$ cat src/rtl/multdiv_unit.sv
// -----------------------------------------------------------------------------
// multdiv_unit
//
// Iterative signed multiply / divide unit for the execute stage. A one-cycle
// start pulse latches both operands. ITER iteration edges follow, then one
// DONE cycle. The result is then presented together with a one-cycle ready
// pulse. Total latency from the start edge to the edge that raises the ready
// pulse is ITER + 1 edges.
//
// Multiply: signed shift-add on a 64-bit accumulator. The MSB of the
//           multiplier carries weight -2^(DATA_W-1), so the last step
//           subtracts instead of adding.
// Divide:   unsigned restoring division on operand magnitudes, one quotient
//           bit per edge. The sign is applied when the result is selected.
//
// Ports:
//   clock           system clock, rising edge
//   reset           asynchronous, active-high reset
//   ctrl_MULT       one-cycle start pulse, signed multiply (wins over ctrl_DIV)
//   ctrl_DIV        one-cycle start pulse, signed divide
//   data_operandA   multiplicand / dividend, sampled on the start edge only
//   data_operandB   multiplier / divisor, sampled on the start edge only
//   data_result     low half of product, or quotient (held until next DONE)
//   data_exception  overflow or divide-by-zero flag of the last completed op
//   data_resultRDY  one-cycle pulse, data_result / data_exception valid
//   busy            high while an operation is in flight
// -----------------------------------------------------------------------------
module multdiv_unit #(
    parameter int DATA_W = 32,
    parameter int ITER   = DATA_W
) (
    input  logic              clock,
    input  logic              reset,
    input  logic              ctrl_MULT,
    input  logic              ctrl_DIV,
    input  logic [DATA_W-1:0] data_operandA,
    input  logic [DATA_W-1:0] data_operandB,
    output logic [DATA_W-1:0] data_result,
    output logic              data_exception,
    output logic              data_resultRDY,
    output logic              busy
);

    localparam int PROD_W = 2 * DATA_W;
    localparam int CNT_W  = $clog2(ITER);

    typedef enum logic [1:0] {
        IDLE = 2'd0,
        MUL  = 2'd1,
        DIV  = 2'd2,
        DONE = 2'd3
    } state_t;

    state_t state, state_next;

    // Operation context latched on the start edge.
    logic [CNT_W-1:0]  cnt;
    logic              op_mul;
    logic              neg_q;
    logic              div_zero;

    // Multiply datapath.
    logic [PROD_W-1:0] mcand;      // sign-extended multiplicand, shifted left per step
    logic [DATA_W-1:0] mplier;     // multiplier, shifted right per step
    logic [PROD_W-1:0] prod;

    // Divide datapath. The dividend magnitude starts in quo and shifts out of
    // the top while quotient bits shift in at the bottom.
    logic [DATA_W:0]   rem;
    logic [DATA_W-1:0] quo;
    logic [DATA_W-1:0] divisor;

    // Combinational helpers.
    logic              start;
    logic              last_iter;
    logic              done_fire;
    logic [PROD_W-1:0] mul_addend;
    logic [PROD_W-1:0] prod_step;
    logic [DATA_W+1:0] rem_shift;
    logic [DATA_W+1:0] rem_diff;
    logic              sub_ok;
    logic [DATA_W:0]   rem_next;
    logic [DATA_W:0]   prod_top;
    logic              mul_ovf;
    logic [DATA_W-1:0] quo_signed;
    logic              div_ovf;
    logic [DATA_W-1:0] final_result;
    logic              final_exc;

    function automatic logic [DATA_W-1:0] magnitude(input logic [DATA_W-1:0] v);
        // The most negative value maps onto itself, which is also its correct
        // unsigned magnitude.
        return v[DATA_W-1] ? (~v + DATA_W'(1)) : v;
    endfunction

    assign start     = ctrl_MULT | ctrl_DIV;
    assign last_iter = (cnt == CNT_W'(ITER - 1));

    // -------------------------------------------------------------------------
    // FSM: state register
    // -------------------------------------------------------------------------
    // NOTE: sequential state uses non-blocking assignments so every register
    // samples pre-edge values regardless of statement order.
    always_ff @(posedge clock or posedge reset) begin
        if (reset) begin
            state <= IDLE;
        end else begin
            state <= state_next;
        end
    end

    // -------------------------------------------------------------------------
    // FSM: next-state logic. A start in any state (re)launches an operation.
    // -------------------------------------------------------------------------
    // NOTE: state_next gets a default before any branch so no path leaves it
    // unassigned, which would otherwise infer a latch.
    always_comb begin
        state_next = state;
        if (start) begin
            state_next = ctrl_MULT ? MUL : DIV;
        end else begin
            case (state)
                IDLE:    state_next = IDLE;
                MUL,
                DIV:     if (last_iter) state_next = DONE;
                DONE:    state_next = IDLE;
                default: state_next = IDLE;
            endcase
        end
    end

    // -------------------------------------------------------------------------
    // FSM: outputs decoded from state
    // -------------------------------------------------------------------------
    always_comb begin
        busy      = (state != IDLE);
        // A start on the DONE edge aborts the finishing op, so it publishes nothing.
        done_fire = (state == DONE) && !start;
    end

    // -------------------------------------------------------------------------
    // Datapath combinational steps
    // -------------------------------------------------------------------------
    always_comb begin
        // Multiply step: the last step has negative weight.
        mul_addend = mplier[0] ? mcand : '0;
        prod_step  = last_iter ? (prod - mul_addend) : (prod + mul_addend);

        // Restoring-division step.
        rem_shift  = {rem, quo[DATA_W-1]};
        rem_diff   = rem_shift - {2'b00, divisor};
        sub_ok     = ~rem_diff[DATA_W+1];
        rem_next   = sub_ok ? rem_diff[DATA_W:0] : rem_shift[DATA_W:0];

        // Product overflows when the upper half plus bit DATA_W-1 are not all equal.
        prod_top   = prod[PROD_W-1:DATA_W-1];
        mul_ovf    = ~((&prod_top) | ~(|prod_top));

        // A positive quotient with the top bit set only arises from MIN / -1.
        quo_signed = neg_q ? (~quo + DATA_W'(1)) : quo;
        div_ovf    = ~neg_q & quo[DATA_W-1];

        if (op_mul) begin
            final_result = prod[DATA_W-1:0];
            final_exc    = mul_ovf;
        end else if (div_zero) begin
            final_result = '0;
            final_exc    = 1'b1;
        end else begin
            final_result = quo_signed;
            final_exc    = div_ovf;
        end
    end

    // -------------------------------------------------------------------------
    // Datapath registers
    // -------------------------------------------------------------------------
    always_ff @(posedge clock or posedge reset) begin
        if (reset) begin
            cnt      <= '0;
            op_mul   <= 1'b0;
            neg_q    <= 1'b0;
            div_zero <= 1'b0;
            mcand    <= '0;
            mplier   <= '0;
            prod     <= '0;
            rem      <= '0;
            quo      <= '0;
            divisor  <= '0;
        end else if (start) begin
            cnt      <= '0;
            op_mul   <= ctrl_MULT;
            neg_q    <= data_operandA[DATA_W-1] ^ data_operandB[DATA_W-1];
            div_zero <= (data_operandB == '0);
            mcand    <= {{DATA_W{data_operandA[DATA_W-1]}}, data_operandA};
            mplier   <= data_operandB;
            prod     <= '0;
            rem      <= '0;
            quo      <= magnitude(data_operandA);
            divisor  <= magnitude(data_operandB);
        end else if (state == MUL) begin
            cnt    <= cnt + CNT_W'(1);
            prod   <= prod_step;
            mcand  <= mcand << 1;
            mplier <= mplier >> 1;
        end else if (state == DIV) begin
            cnt <= cnt + CNT_W'(1);
            rem <= rem_next;
            quo <= {quo[DATA_W-2:0], sub_ok};
        end
    end

    // -------------------------------------------------------------------------
    // Result registers: updated only when an op completes, held otherwise.
    // -------------------------------------------------------------------------
    always_ff @(posedge clock or posedge reset) begin
        if (reset) begin
            data_result    <= '0;
            data_exception <= 1'b0;
            data_resultRDY <= 1'b0;
        end else begin
            data_resultRDY <= done_fire;
            if (done_fire) begin
                data_result    <= final_result;
                data_exception <= final_exc;
            end
        end
    end

endmodule

$ cat config.mk
export PLATFORM = sky130hd
export DESIGN_NAME = multdiv_unit
export DESIGN_NICKNAME = d
export VERILOG_FILES = /design/src/rtl/multdiv_unit.sv
export SDC_FILE = /design/constraint.sdc
export NUM_CORES = 1
export LEC_CHECK = 0
export BUFFER_PORTS_ARGS = -buffer_cell sky130_fd_sc_hd__buf_2
export CORE_ASPECT_RATIO = 0.6
export CORE_MARGIN = 5
export CORE_UTILIZATION = 33
export CTS_CLUSTER_DIAMETER = 80
export CTS_CLUSTER_SIZE = 25
export DETAILED_ROUTE_END_ITERATION = 12
export HOLD_SLACK_MARGIN = 0.03
export MAX_ROUTING_LAYER = met4
export RECOVER_POWER = 25
export SLEW_MARGIN = 25
export SYNTH_ARGS = -nofsm -noshare
export SYNTH_HDL_FRONTEND = slang
export SYNTH_SLANG_ARGS = --single-unit
$ cat constraint.sdc
create_clock -name clock -period 12.73 [get_ports clock]
set_input_delay 1.273 -clock clock [delete_from_list [all_inputs] [get_ports clock]]
set_output_delay 1.273 -clock clock [all_outputs]
set_load 0.01 [all_outputs]
* Word level (Yosys, flattened, before mapping)
Index checks and enable logic that the tools add are counted.
Cells by class: add/subtract/negate cells 7, equality and inequality tests 6, multiplexer cells 29, bitwise operators 11, reduce and logical (&&, ||, !) cells 13
Operators by type and width (count):
- $mux W64 | 6
- $mux W32 | 10
- $mux W33 | 4
- $add A32 B1 Y32 const B | 3
- $not A32 Y32 | 3
- $add A64 B64 Y64 | 1
- $sub A64 B64 Y64 | 1
- $sub A34 B32 Y34 | 1
- $reduce_and A33 Y1 | 1
- $reduce_or A33 Y1 | 1
- $logic_not A32 Y1 | 1
- $mux W5 | 3
- $mux W2 | 3
- $reduce_bool A2 Y1 | 3
- $add A5 B1 Y5 const B | 1
- $eq A5 B5 Y1 const B | 1
- $eq A2 B2 Y1 const B | 2
- $not A1 Y1 | 4
- $pmux W2 S2 | 1
- $reduce_or A2 Y1 | 2
- $ne A3 B3 Y1 const B | 1
- $reduce_bool A3 Y1 | 1
- $eq A2 B1 Y1 const B | 1
- $logic_not A2 Y1 | 1
- 8 further kinds | 10
Word-level totals: bits in registers 301, input bits 68, output and inout bits 35, word-level logic and storage cells 80

* Longest topological paths before layout
Gate-level depths: netlist of the first run.
depth in word-level cells 5, mapped depth 24, gate-level depth less buffers 19

* Worst setup path after synthesis of the first run
OpenSTA, ideal clock, no wires.
path type register -> register, from register mcand[9], to register prod[59], setup time 0.122 ns, arrival time 4.854 ns, data required time 12.608 ns, slack 7.754 ns, stages on the path, launching flop included 19, path buffers 1, period minus slack after synthesis 4.976 ns, cell sequence dfrtp_1 > or4_4 > or4b_4 > or3_4 > a21oi_1 > a21boi_0 > nor2_1 > xor2_1 > ha_1 > clkbuf_1 > nand4_1 > nor4_1 > nand3_1 > o31ai_1 > o2111ai_1 > a21oi_1 > o21bai_1 > a21o_1 > a32o_1
Between the ends: cells in the longest elaborated chain, start to end 5, elaborated cells on any way between the ends 6, classes of those cells 2 x add/sub; 4 x mux
Ends and longest elaborated chain:
- start, declared | RTL line 63 | logic [PROD_W-1:0] mcand;
- start signal, assigned | RTL line 195 | mcand <= {{DATA_W{data_operandA[DATA_W-1]}}, data_operandA};
- start signal, assigned | RTL line 204 | mcand <= mcand << 1;
- $mux W64 * | RTL line 146 | mul_addend = mplier[0] ? mcand : '0;
- $add A64 B64 Y64 / $sub A64 B64 Y64 (equally long branches) | RTL line 147 | prod_step = last_iter ? (prod - mul_addend) : (prod + mul_addend);
- $mux W64 * | RTL line 147
- $mux W64 * | RTL line 201 | end else if (state == MUL) begin
- $mux W64 * | RTL line 190 | end else if (start) begin
- end signal, assigned | RTL line 203 | prod <= prod_step;
- end, declared | RTL line 65 | logic [PROD_W-1:0] prod;
Mark *: on every way between the ends. The rest lies on a longest branch, timed or not. The select of a mux whose other input is x is not followed. A chain may end at the register's enable or synchronous reset.

* Final worst setup path of the first run
from input port ctrl_DIV, to register rem[32]
Between the ends: cells in the longest elaborated chain, start to end 3, elaborated cells on any way between the ends 5, classes of those cells 1 x eq/ne; 1 x mux; 1 x bitwise; 2 x reduce/logical
Ends and longest elaborated chain:
- start, declared | RTL line 35 | input logic ctrl_DIV,
- $or A1 B1 Y1 * | RTL line 96 | assign start = ctrl_MULT | ctrl_DIV;
- $ne A2 B2 Y1 (no line) / $reduce_bool A2 Y1 (equally long branches)
- $reduce_and A2 Y1 (no line)
- end signal, assigned | RTL line 208 | rem <= rem_next;
- end, declared | RTL line 69 | logic [DATA_W:0] rem;
Mark *: on every way between the ends. The rest lies on a longest branch, timed or not.

==> impl_metrics.xml, run 1 <==
<?xml version="1.0" encoding="UTF-8"?>
<metrics>
  <group name="run_status">
    <metric name="run_status" unit="">complete, but fails checks</metric>
    <metric name="failed_checks" unit="">capacitance limit, slew limit</metric>
  </group>
  <group name="finish">
    <metric name="fin_util" unit="">0.3610</metric>
    <metric name="area.growth.synth_to_final" unit="%">7.884</metric>
    <metric name="post_route_cells_drive_above_1_share" unit="">0.06502</metric>
    <metric name="final_common_cell" unit="">sky130_fd_sc_hd__nand2_1</metric>
    <metric name="fin_nets" unit="">2876</metric>
    <metric name="layout_common_cells" unit="">sky130_fd_sc_hd__nand2_1, sky130_fd_sc_hd__dfrtp_1, sky130_fd_sc_hd__o21ai_0, sky130_fd_sc_hd__a21oi_1, sky130_fd_sc_hd__nor2_1</metric>
  </group>
  <group name="logic_synthesis">
    <metric name="yosys.area_share.adder" unit="">0.06084</metric>
    <metric name="number_of_flops_mapped_to_enable_cells_by_yosys" unit="">0</metric>
    <metric name="synth-xor-area-share" unit="">0.07833</metric>
    <metric name="synth_top_area_cell" unit="">sky130_fd_sc_hd__dfrtp_1</metric>
    <metric name="post_synth_instance_area" unit="µm²">22250</metric>
    <metric name="postSynthNetCount" unit="">2895</metric>
    <metric name="netlist_instances" unit="">2720</metric>
    <metric name="synthTopCellsByArea" unit="">sky130_fd_sc_hd__dfrtp_1, sky130_fd_sc_hd__mux2i_1, sky130_fd_sc_hd__ha_1</metric>
    <metric name="synth-seq-area-share" unit="">0.3385</metric>
    <metric name="yosys_register_bits" unit="">301</metric>
    <metric name="synth-async-reset-ratio" unit="">1.000</metric>
    <metric name="synthSimpleGateAreaFrac" unit="">0.1820</metric>
    <metric name="main_combinational_cell_family_by_area_after_synthesis" unit="">compound AO/OA/AOI/OAI gates</metric>
    <metric name="yosys_warnings" unit="">0</metric>
    <metric name="synth-compound-area-share" unit="">0.2297</metric>
    <metric name="netlist_cell_types" unit="">72</metric>
    <metric name="synth_top_area_share" unit="">0.3385</metric>
    <metric name="synth_mux_area_frac" unit="">0.06973</metric>
    <metric name="syn_avg_cell_area" unit="µm²">8.180</metric>
    <metric name="ys.flop_type" unit="">sky130_fd_sc_hd__dfrtp_1</metric>
  </group>
  <group name="critical_path">
    <metric name="critPathMaxFanout" unit="">173</metric>
    <metric name="timing.critical_path.required" unit="ns">13.23</metric>
    <metric name="worstSetupStartpointType" unit="">input port</metric>
    <metric name="worstSetupPathType" unit="">input port to register</metric>
    <metric name="crit_arrival" unit="ns">8.51</metric>
    <metric name="worstSetupEndpointType" unit="">register</metric>
  </group>
  <group name="global_route">
    <metric name="grt_busiest_layer" unit="">met1</metric>
    <metric name="grt_max_degree" unit="">174</metric>
    <metric name="met2_usage" unit="">0.2257</metric>
    <metric name="grt_pass1_wl" unit="µm">110100</metric>
    <metric name="globalRouteTotalUtil" unit="">0.1923</metric>
    <metric name="grt_antenna_before_repair" unit="">7</metric>
    <metric name="grt_pass1_vias" unit="">18170</metric>
    <metric name="gr-usage-met3" unit="">0.05208</metric>
    <metric name="grt_remaining_overflow" unit="">0</metric>
    <metric name="groute.layer.met1.usage" unit="">0.3190</metric>
  </group>
  <group name="timing">
    <metric name="grt_setup_unrepaired" unit="">false</metric>
    <metric name="report.final.setup_viol" unit="">0</metric>
    <metric name="timing_hold_violations_final" unit="">0</metric>
    <metric name="final_critical_path_setup_slack" unit="ns">4.720</metric>
    <metric name="report.final.slew_viol_count" unit="">470</metric>
    <metric name="ratio_of_final_minimum_period_to_clock_period" unit="">0.6292</metric>
    <metric name="tightest_slew" unit="ns">7.376</metric>
    <metric name="post-route-min-period" unit="ns">8.010</metric>
    <metric name="finalClockSkew" unit="ns">0.02182</metric>
    <metric name="max_freq" unit="MHz">124.8</metric>
    <metric name="timing.slew.headroom" unit="">-3.917</metric>
    <metric name="timing.setup.tns" unit="ns">0</metric>
  </group>
  <group name="worst_hold_path">
    <metric name="worst_hold_path_type" unit="">register to register</metric>
  </group>
  <group name="cts">
    <metric name="cts_buffers" unit="">17</metric>
    <metric name="post_cts_hold_buffer_count" unit="">0</metric>
    <metric name="ctsResizeCount" unit="">0</metric>
    <metric name="tritoncts_clock_tree" unit="">built</metric>
    <metric name="cts_root_buffer" unit="">sky130_fd_sc_hd__clkbuf_16</metric>
    <metric name="htreeDepth" unit="">1</metric>
    <metric name="clk_transition_reported_paths" unit="ns">0.10</metric>
    <metric name="numClockSinks" unit="">301</metric>
    <metric name="clk_path_buf_depth" unit="">3</metric>
    <metric name="clock_latency" unit="ns">0.56</metric>
    <metric name="postcts_setup_bufs" unit="">0</metric>
  </group>
  <group name="floorplan">
    <metric name="fp_rows" unit="">73</metric>
    <metric name="core" unit="µm²">66490</metric>
    <metric name="chipHeight" unit="µm">211.1</metric>
    <metric name="die_width" unit="µm">345.2</metric>
    <metric name="io-pin-count" unit="">103</metric>
    <metric name="die-area" unit="µm²">72890</metric>
    <metric name="initial_core_util" unit="">0.3346</metric>
  </group>
  <group name="drt">
    <metric name="dr_drc_count" unit="">0</metric>
    <metric name="routed_wire_length_per_instance" unit="µm">19.35</metric>
    <metric name="drtIter0Drc" unit="">2175</metric>
    <metric name="drt.antenna.violating_nets" unit="">0</metric>
    <metric name="wl" unit="µm">69880</metric>
    <metric name="via_count" unit="">20190</metric>
    <metric name="drt_pass1_iterations" unit="">6</metric>
    <metric name="detail_route.vias_per_cell" unit="">5.589</metric>
  </group>
  <group name="place">
    <metric name="placement.io_buffers" unit="">102</metric>
    <metric name="detailed_place_hpwl" unit="µm">52310</metric>
    <metric name="place_ws" unit="ns">6.867</metric>
    <metric name="place_congestion" unit="">0.9805</metric>
  </group>
  <group name="power_and_ir_drop">
    <metric name="static-leakage-power" unit="nW">10.35</metric>
    <metric name="vdd_ir_drop_max" unit="V">0.00006599</metric>
    <metric name="powerDensity" unit="nW/µm²">113.3</metric>
  </group>
  <group name="job">
    <metric name="max_cap_violations" unit="">5</metric>
  </group>
</metrics>
-- final cells by class --
| type | instances | area (µm²) |
|---|---|---|
| Antenna cell | 5 | 12.51 |
| Clock buffer | 19 | 432.9 |
| Clock inverter | 6 | 67.56 |
| Fill cell | 6986 | 42490 |
| Inverter | 78 | 294.0 |
| Multi-Input combinational cell | 2179 | 13860 |
| Sequential cell | 301 | 7533 |
| Tap cell | 900 | 1126 |
| Timing Repair Buffer | 124 | 679.4 |
-- per-layer routing --
metal / vias up / wire length [µm]
li1: 9765 / -
met1: 9606 / 37410
met2: 767 / 24440
met3: 48 / 7385
met4: 0 / 647
met5: - / 0
-- per-stage QoR --
step	power (mW)	hold slack (ns)	instance area, µm²	std cells
floorplan	1.800	0.4428	22250	2720
global placement	2.097	0.4618	23530	3582
detailed placement	2.095	0.4704	23530	3582
CTS	2.722	0.4913	24030	3607
global route	2.891	0.5089	24000	3612
finish	2.719	0.4852	24000	3612
-- path summary, 6_finish.rpt --
| kind | start | to | slack, ns | depth (start not counted) |
|---|---|---|---|---|
| setup / recovery | ctrl_DIV | rem[32]$_DFFE_PP0P_ | 4.72 | 6 |
| hold / removal | divisor[17]$_DFFE_PP0N_ | divisor[17]$_DFFE_PP0N_ | 0.49 | 2 |
| setup reg to reg | cnt[0]$_DFFE_PP0P_ | prod[59]$_DFFE_PP0P_ | 5.95 | 18 |
| hold reg to reg | divisor[17]$_DFFE_PP0N_ | divisor[17]$_DFFE_PP0N_ | 0.49 | 2 |
| max in group asynchronous | reset | mplier[0]$_DFFE_PP0P_ | 7.51 | 2 |
| min in group asynchronous | reset | prod[13]$_DFFE_PP0P_ | 2.42 | 2 |
-- critical path, cell delays in order --
cell                       delay, ns
sky130_fd_sc_hd__clkbuf_1       0.12
sky130_fd_sc_hd__nor2_1         0.20
sky130_fd_sc_hd__clkbuf_1       5.13
sky130_fd_sc_hd__nand2_1        1.06
sky130_fd_sc_hd__nor3_1         0.52
sky130_fd_sc_hd__a211o_1        0.18
-- Yosys cell counts, types with 20 or more instances --
library cell                 n
sky130_fd_sc_hd__a21o_1     42
sky130_fd_sc_hd__a21oi_1   241
sky130_fd_sc_hd__a22oi_1    30
sky130_fd_sc_hd__a31oi_1    46
sky130_fd_sc_hd__and3_1     22
sky130_fd_sc_hd__buf_1      25
sky130_fd_sc_hd__clkbuf_1  130
sky130_fd_sc_hd__dfrtp_1   301
sky130_fd_sc_hd__ha_1      105
sky130_fd_sc_hd__inv_1      77
sky130_fd_sc_hd__mux2i_1   155
sky130_fd_sc_hd__nand2_1   350
sky130_fd_sc_hd__nand2b_1   23
sky130_fd_sc_hd__nand3_1    49
sky130_fd_sc_hd__nand4_1    35
sky130_fd_sc_hd__nor2_1    220
sky130_fd_sc_hd__nor3_1     46
sky130_fd_sc_hd__nor4_1     28
sky130_fd_sc_hd__o211ai_1   22
sky130_fd_sc_hd__o21a_1     20
sky130_fd_sc_hd__o21ai_0   259
sky130_fd_sc_hd__o21bai_1   24
sky130_fd_sc_hd__o31ai_1    32
sky130_fd_sc_hd__o41ai_1    21
sky130_fd_sc_hd__or3_1      25
sky130_fd_sc_hd__or4_1      25
sky130_fd_sc_hd__xnor2_1    88
sky130_fd_sc_hd__xor2_1    111
-- cell families (layout without fill, tap and decap cells) --
kind of cell               count (synthesis)  after routing
and+or+nand+nor                          881            881
AOI/OAI and AO/OA                        837            837
adders and majority gates                107            107
xor gates and xnor gates                 199            199
muxes                                    155            155
DFF                                      301            301
other                                      0              5
buffers and inverters                    240            227
-- sequential cells by signal (all words and copies together), names as in the netlist --
signal          flops
state               2
div_zero            1
prod               64
rem                33
op_mul              1
data_result        32
data_resultRDY      1
quo                32
neg_q               1
cnt                 5
mcand              64
mplier             32
data_exception      1
divisor            32
-- power breakdown --
group	switching (mW)	internal [mW]	leakage, nW
Combinational	0.576	0.348	6.36
Sequential	0.117	1.06	3.75
Clock	0.362	0.257	0.244
Total	1.06	1.66	10.4
No activity file was read; power rests on OpenSTA's default activity.
==> run 2, diff against run 1 <==
Clock period 12.73 ns to 6.6 ns, I/O delays scaled along.
==> impl_metrics.xml, run 2 (synthesized netlist as in run 1, its figures left out) <==
<?xml version="1.0" encoding="UTF-8"?>
<metrics>
  <group name="run_status">
    <metric name="run_status" unit="">complete, but fails checks</metric>
    <metric name="failed_checks" unit="">capacitance limit, slew limit</metric>
  </group>
  <group name="floorplan">
    <metric name="io-pin-count" unit="">103</metric>
    <metric name="core" unit="µm²">66490</metric>
    <metric name="fp_rows" unit="">73</metric>
    <metric name="initial_core_util" unit="">0.3346</metric>
    <metric name="die-area" unit="µm²">72890</metric>
    <metric name="chipHeight" unit="µm">211.1</metric>
    <metric name="die_width" unit="µm">345.2</metric>
  </group>
  <group name="critical_path">
    <metric name="timing.critical_path.required" unit="ns">7.06</metric>
    <metric name="number_of_buffers_and_inverters_on_the_critical_path" unit="">0</metric>
    <metric name="worstSetupStartpointType" unit="">register</metric>
    <metric name="critical-path-slowest-cell" unit="">sky130_fd_sc_hd__or4_4</metric>
    <metric name="ordered_list_of_cells_on_the_worst_path" unit="">or4_4 -&gt; or4b_4 -&gt; or3_4 -&gt; a21oi_1 -&gt; a21boi_0 -&gt; nor2_1 -&gt; xor2_1 -&gt; ha_1 -&gt; nand4_1 -&gt; nor4_1 -&gt; nand3_1 -&gt; o31ai_1 -&gt; o21ai_0 -&gt; a21oi_1 -&gt; o21ai_0 -&gt; and3_1 -&gt; o31ai_1</metric>
    <metric name="r2r.worst_path.cells" unit="">17</metric>
    <metric name="worstSetupPathType" unit="">register to register</metric>
    <metric name="timing.reg2reg.setup_slack" unit="ns">0.96</metric>
    <metric name="max_stage_delay" unit="ns">0.57</metric>
    <metric name="worstSetupEndpointType" unit="">register</metric>
    <metric name="cp-startpoint" unit="">mcand[9]$_DFFE_PP0P_</metric>
    <metric name="setup.worst_path.end" unit="">prod[61]$_DFFE_PP0P_</metric>
    <metric name="crit_arrival" unit="ns">6.10</metric>
    <metric name="critPathMaxFanout" unit="">8</metric>
    <metric name="critical_path.reg2reg.endpoint" unit="">prod[61]$_DFFE_PP0P_</metric>
    <metric name="cp_num_cells" unit="">17</metric>
    <metric name="cpLargestDelayFamily" unit="">simple AND/OR/NAND/NOR gates</metric>
    <metric name="r2r_start" unit="">mcand[9]$_DFFE_PP0P_</metric>
  </group>
  <group name="power_and_ir_drop">
    <metric name="total_switching_power" unit="mW">2.053</metric>
    <metric name="p_comb_frac" unit="">0.338</metric>
    <metric name="powerDensity" unit="nW/µm²">218.5</metric>
    <metric name="vdd_ir_drop_max" unit="V">0.0001327</metric>
    <metric name="p_sw_frac" unit="">0.3903</metric>
    <metric name="cell_internal_pwr" unit="mW">3.208</metric>
    <metric name="static-leakage-power" unit="nW">10.41</metric>
    <metric name="pwr-share-clk" unit="">0.231</metric>
    <metric name="share_seq_of_total_power" unit="">0.431</metric>
  </group>
  <group name="timing">
    <metric name="report.final.slew_viol_count" unit="">145</metric>
    <metric name="grt_setup_unrepaired" unit="">false</metric>
    <metric name="tightest_slew" unit="ns">3.711</metric>
    <metric name="post-route-min-period" unit="ns">5.640</metric>
    <metric name="report.final.setup_viol" unit="">0</metric>
    <metric name="ratio_of_final_minimum_period_to_clock_period" unit="">0.8545</metric>
    <metric name="timing_hold_violations_final" unit="">0</metric>
    <metric name="timing.slew.headroom" unit="">-1.474</metric>
    <metric name="max_freq" unit="MHz">177.3</metric>
    <metric name="finalClockSkew" unit="ns">0.02383</metric>
    <metric name="timing.setup.tns" unit="ns">0</metric>
  </group>
  <group name="cts">
    <metric name="post_cts_hold_buffer_count" unit="">0</metric>
    <metric name="cts_root_buffer" unit="">sky130_fd_sc_hd__clkbuf_16</metric>
    <metric name="clk_path_buf_depth" unit="">3</metric>
    <metric name="ctsResizeCount" unit="">0</metric>
    <metric name="clk_transition_reported_paths" unit="ns">0.11</metric>
    <metric name="tritoncts_clock_tree" unit="">built</metric>
    <metric name="cts_buffers" unit="">17</metric>
    <metric name="postcts_setup_bufs" unit="">0</metric>
    <metric name="clock_latency" unit="ns">0.56</metric>
    <metric name="htreeDepth" unit="">1</metric>
    <metric name="numClockSinks" unit="">301</metric>
  </group>
  <group name="place">
    <metric name="dp_cells" unit="">3589</metric>
    <metric name="place_congestion" unit="">0.9783</metric>
    <metric name="detailed_place_hpwl" unit="µm">52400</metric>
    <metric name="placement.io_buffers" unit="">102</metric>
  </group>
  <group name="finish">
    <metric name="layout_common_cells" unit="">sky130_fd_sc_hd__nand2_1, sky130_fd_sc_hd__dfrtp_1, sky130_fd_sc_hd__o21ai_0, sky130_fd_sc_hd__a21oi_1, sky130_fd_sc_hd__nor2_1</metric>
    <metric name="reg_top3" unit="">mcand x64, prod x64, rem x33</metric>
    <metric name="post_route_cells_drive_above_1_share" unit="">0.06961</metric>
    <metric name="final_common_cell" unit="">sky130_fd_sc_hd__nand2_1</metric>
    <metric name="post_layout_nonfiller_instances" unit="">3618</metric>
    <metric name="fill_cells" unit="">7067</metric>
    <metric name="area.growth.synth_to_final" unit="%">8.205</metric>
    <metric name="fin_nets" unit="">2884</metric>
  </group>
  <group name="drt">
    <metric name="wl" unit="µm">70310</metric>
    <metric name="drtIter0Drc" unit="">2397</metric>
    <metric name="drt.antenna.violating_nets" unit="">0</metric>
    <metric name="via_count" unit="">20370</metric>
    <metric name="dr_drc_count" unit="">0</metric>
    <metric name="drt_pass1_iterations" unit="">6</metric>
    <metric name="detail_route.vias_per_cell" unit="">5.629</metric>
    <metric name="routed_wire_length_per_instance" unit="µm">19.43</metric>
  </group>
  <group name="global_route">
    <metric name="globalRouteTotalUtil" unit="">0.1915</metric>
    <metric name="grt_max_degree" unit="">166</metric>
    <metric name="grt_pass1_wl" unit="µm">109600</metric>
    <metric name="grt_remaining_overflow" unit="">0</metric>
    <metric name="grt_pass1_vias" unit="">17800</metric>
    <metric name="grt_antenna_before_repair" unit="">5</metric>
  </group>
  <group name="worst_hold_path">
    <metric name="worst_hold_path_type" unit="">input port to async pin</metric>
  </group>
  <group name="job">
    <metric name="max_cap_violations" unit="">2</metric>
  </group>
</metrics>
[run 2: cell types whose count changed in the layout (fill, tap and decap cells not counted), moves of 2 or more]
cell and change:
sky130_fd_sc_hd__buf_4 +10, sky130_fd_sc_hd__diode_2 -2, sky130_fd_sc_hd__clkbuf_1 -4, sky130_fd_sc_hd__clkinv_2 +2, sky130_fd_sc_hd__inv_6 -3, sky130_fd_sc_hd__inv_8 +2
[run 2: how the worst min path moves through the flow]
stage,start,end
after floorplan,divisor[0]$_DFFE_PP0N_,divisor[0]$_DFFE_PP0N_
after global placement,divisor[6]$_DFFE_PP0N_,divisor[6]$_DFFE_PP0N_
after detailed placement,divisor[0]$_DFFE_PP0N_,divisor[0]$_DFFE_PP0N_
after CTS,reset,quo[6]$_DFFE_PP0P_
after global routing,reset,quo[2]$_DFFE_PP0P_
final,reset,quo[2]$_DFFE_PP0P_
[run 2: per-layer routing]
metal,share of wire,vias to the layer above,track usage
met1,0.54,9703,0.3255
met2,0.34,832,0.2193
met4,0.010,0,0.02010
li1,-,9785,-
met3,0.10,46,0.04715
met5,0,-,-
[run 2: worst reg2reg max path, delay by kind of cell (launching register included)]
kind	cells	cell delay (ns)
and+or+nand+nor	8	2.55
AOI/OAI and AO/OA	7	1.94
adders and majority gates	1	0.45
DFF	1	0.43
xor gates and xnor gates	1	0.20
[run 2: area by class of cell]
type                    instances  area, µm²  area share
diodes                          3      7.507   0.0003118
flip-flops and latches        301       7533      0.3129
inverters                      78      294.0     0.01221
well taps                     900       1126     0.04677
repair buffers                132      747.0     0.03103
clock inverters                 7      70.07    0.002910
clock buffers                  18      429.2     0.01783
multi-input cells            2179      13870      0.5760
[run 2: through the flow]
step | setup WS, ns | utilization | power (mW) | hold slack, ns | cell area [µm²]
after global placement | 1.156 | 0.3544 | 4.039 | 0.4626 | 23560
after CTS | 1.069 | 0.3619 | 5.260 | 0.05581 | 24060
final | 0.9604 | 0.3621 | 5.261 | 0.1752 | 24080
after floorplan | 1.624 | - | 3.472 | 0.4428 | 22250
after detailed placement | 1.098 | 0.3544 | 4.041 | 0.4673 | 23570
after global routing | 0.5671 | 0.3621 | 5.574 | 0.2058 | 24080
[run 2: power groups by stage]
stage | Clock, mW | Combinational [mW] | Sequential [mW]
after global routing | 1.31 | 1.97 | 2.30
after floorplan | 0 | 1.22 | 2.25
after detailed placement | 0 | 1.74 | 2.30
after CTS | 1.25 | 1.75 | 2.26
after global placement | 0 | 1.74 | 2.30
final | 1.22 | 1.78 | 2.27
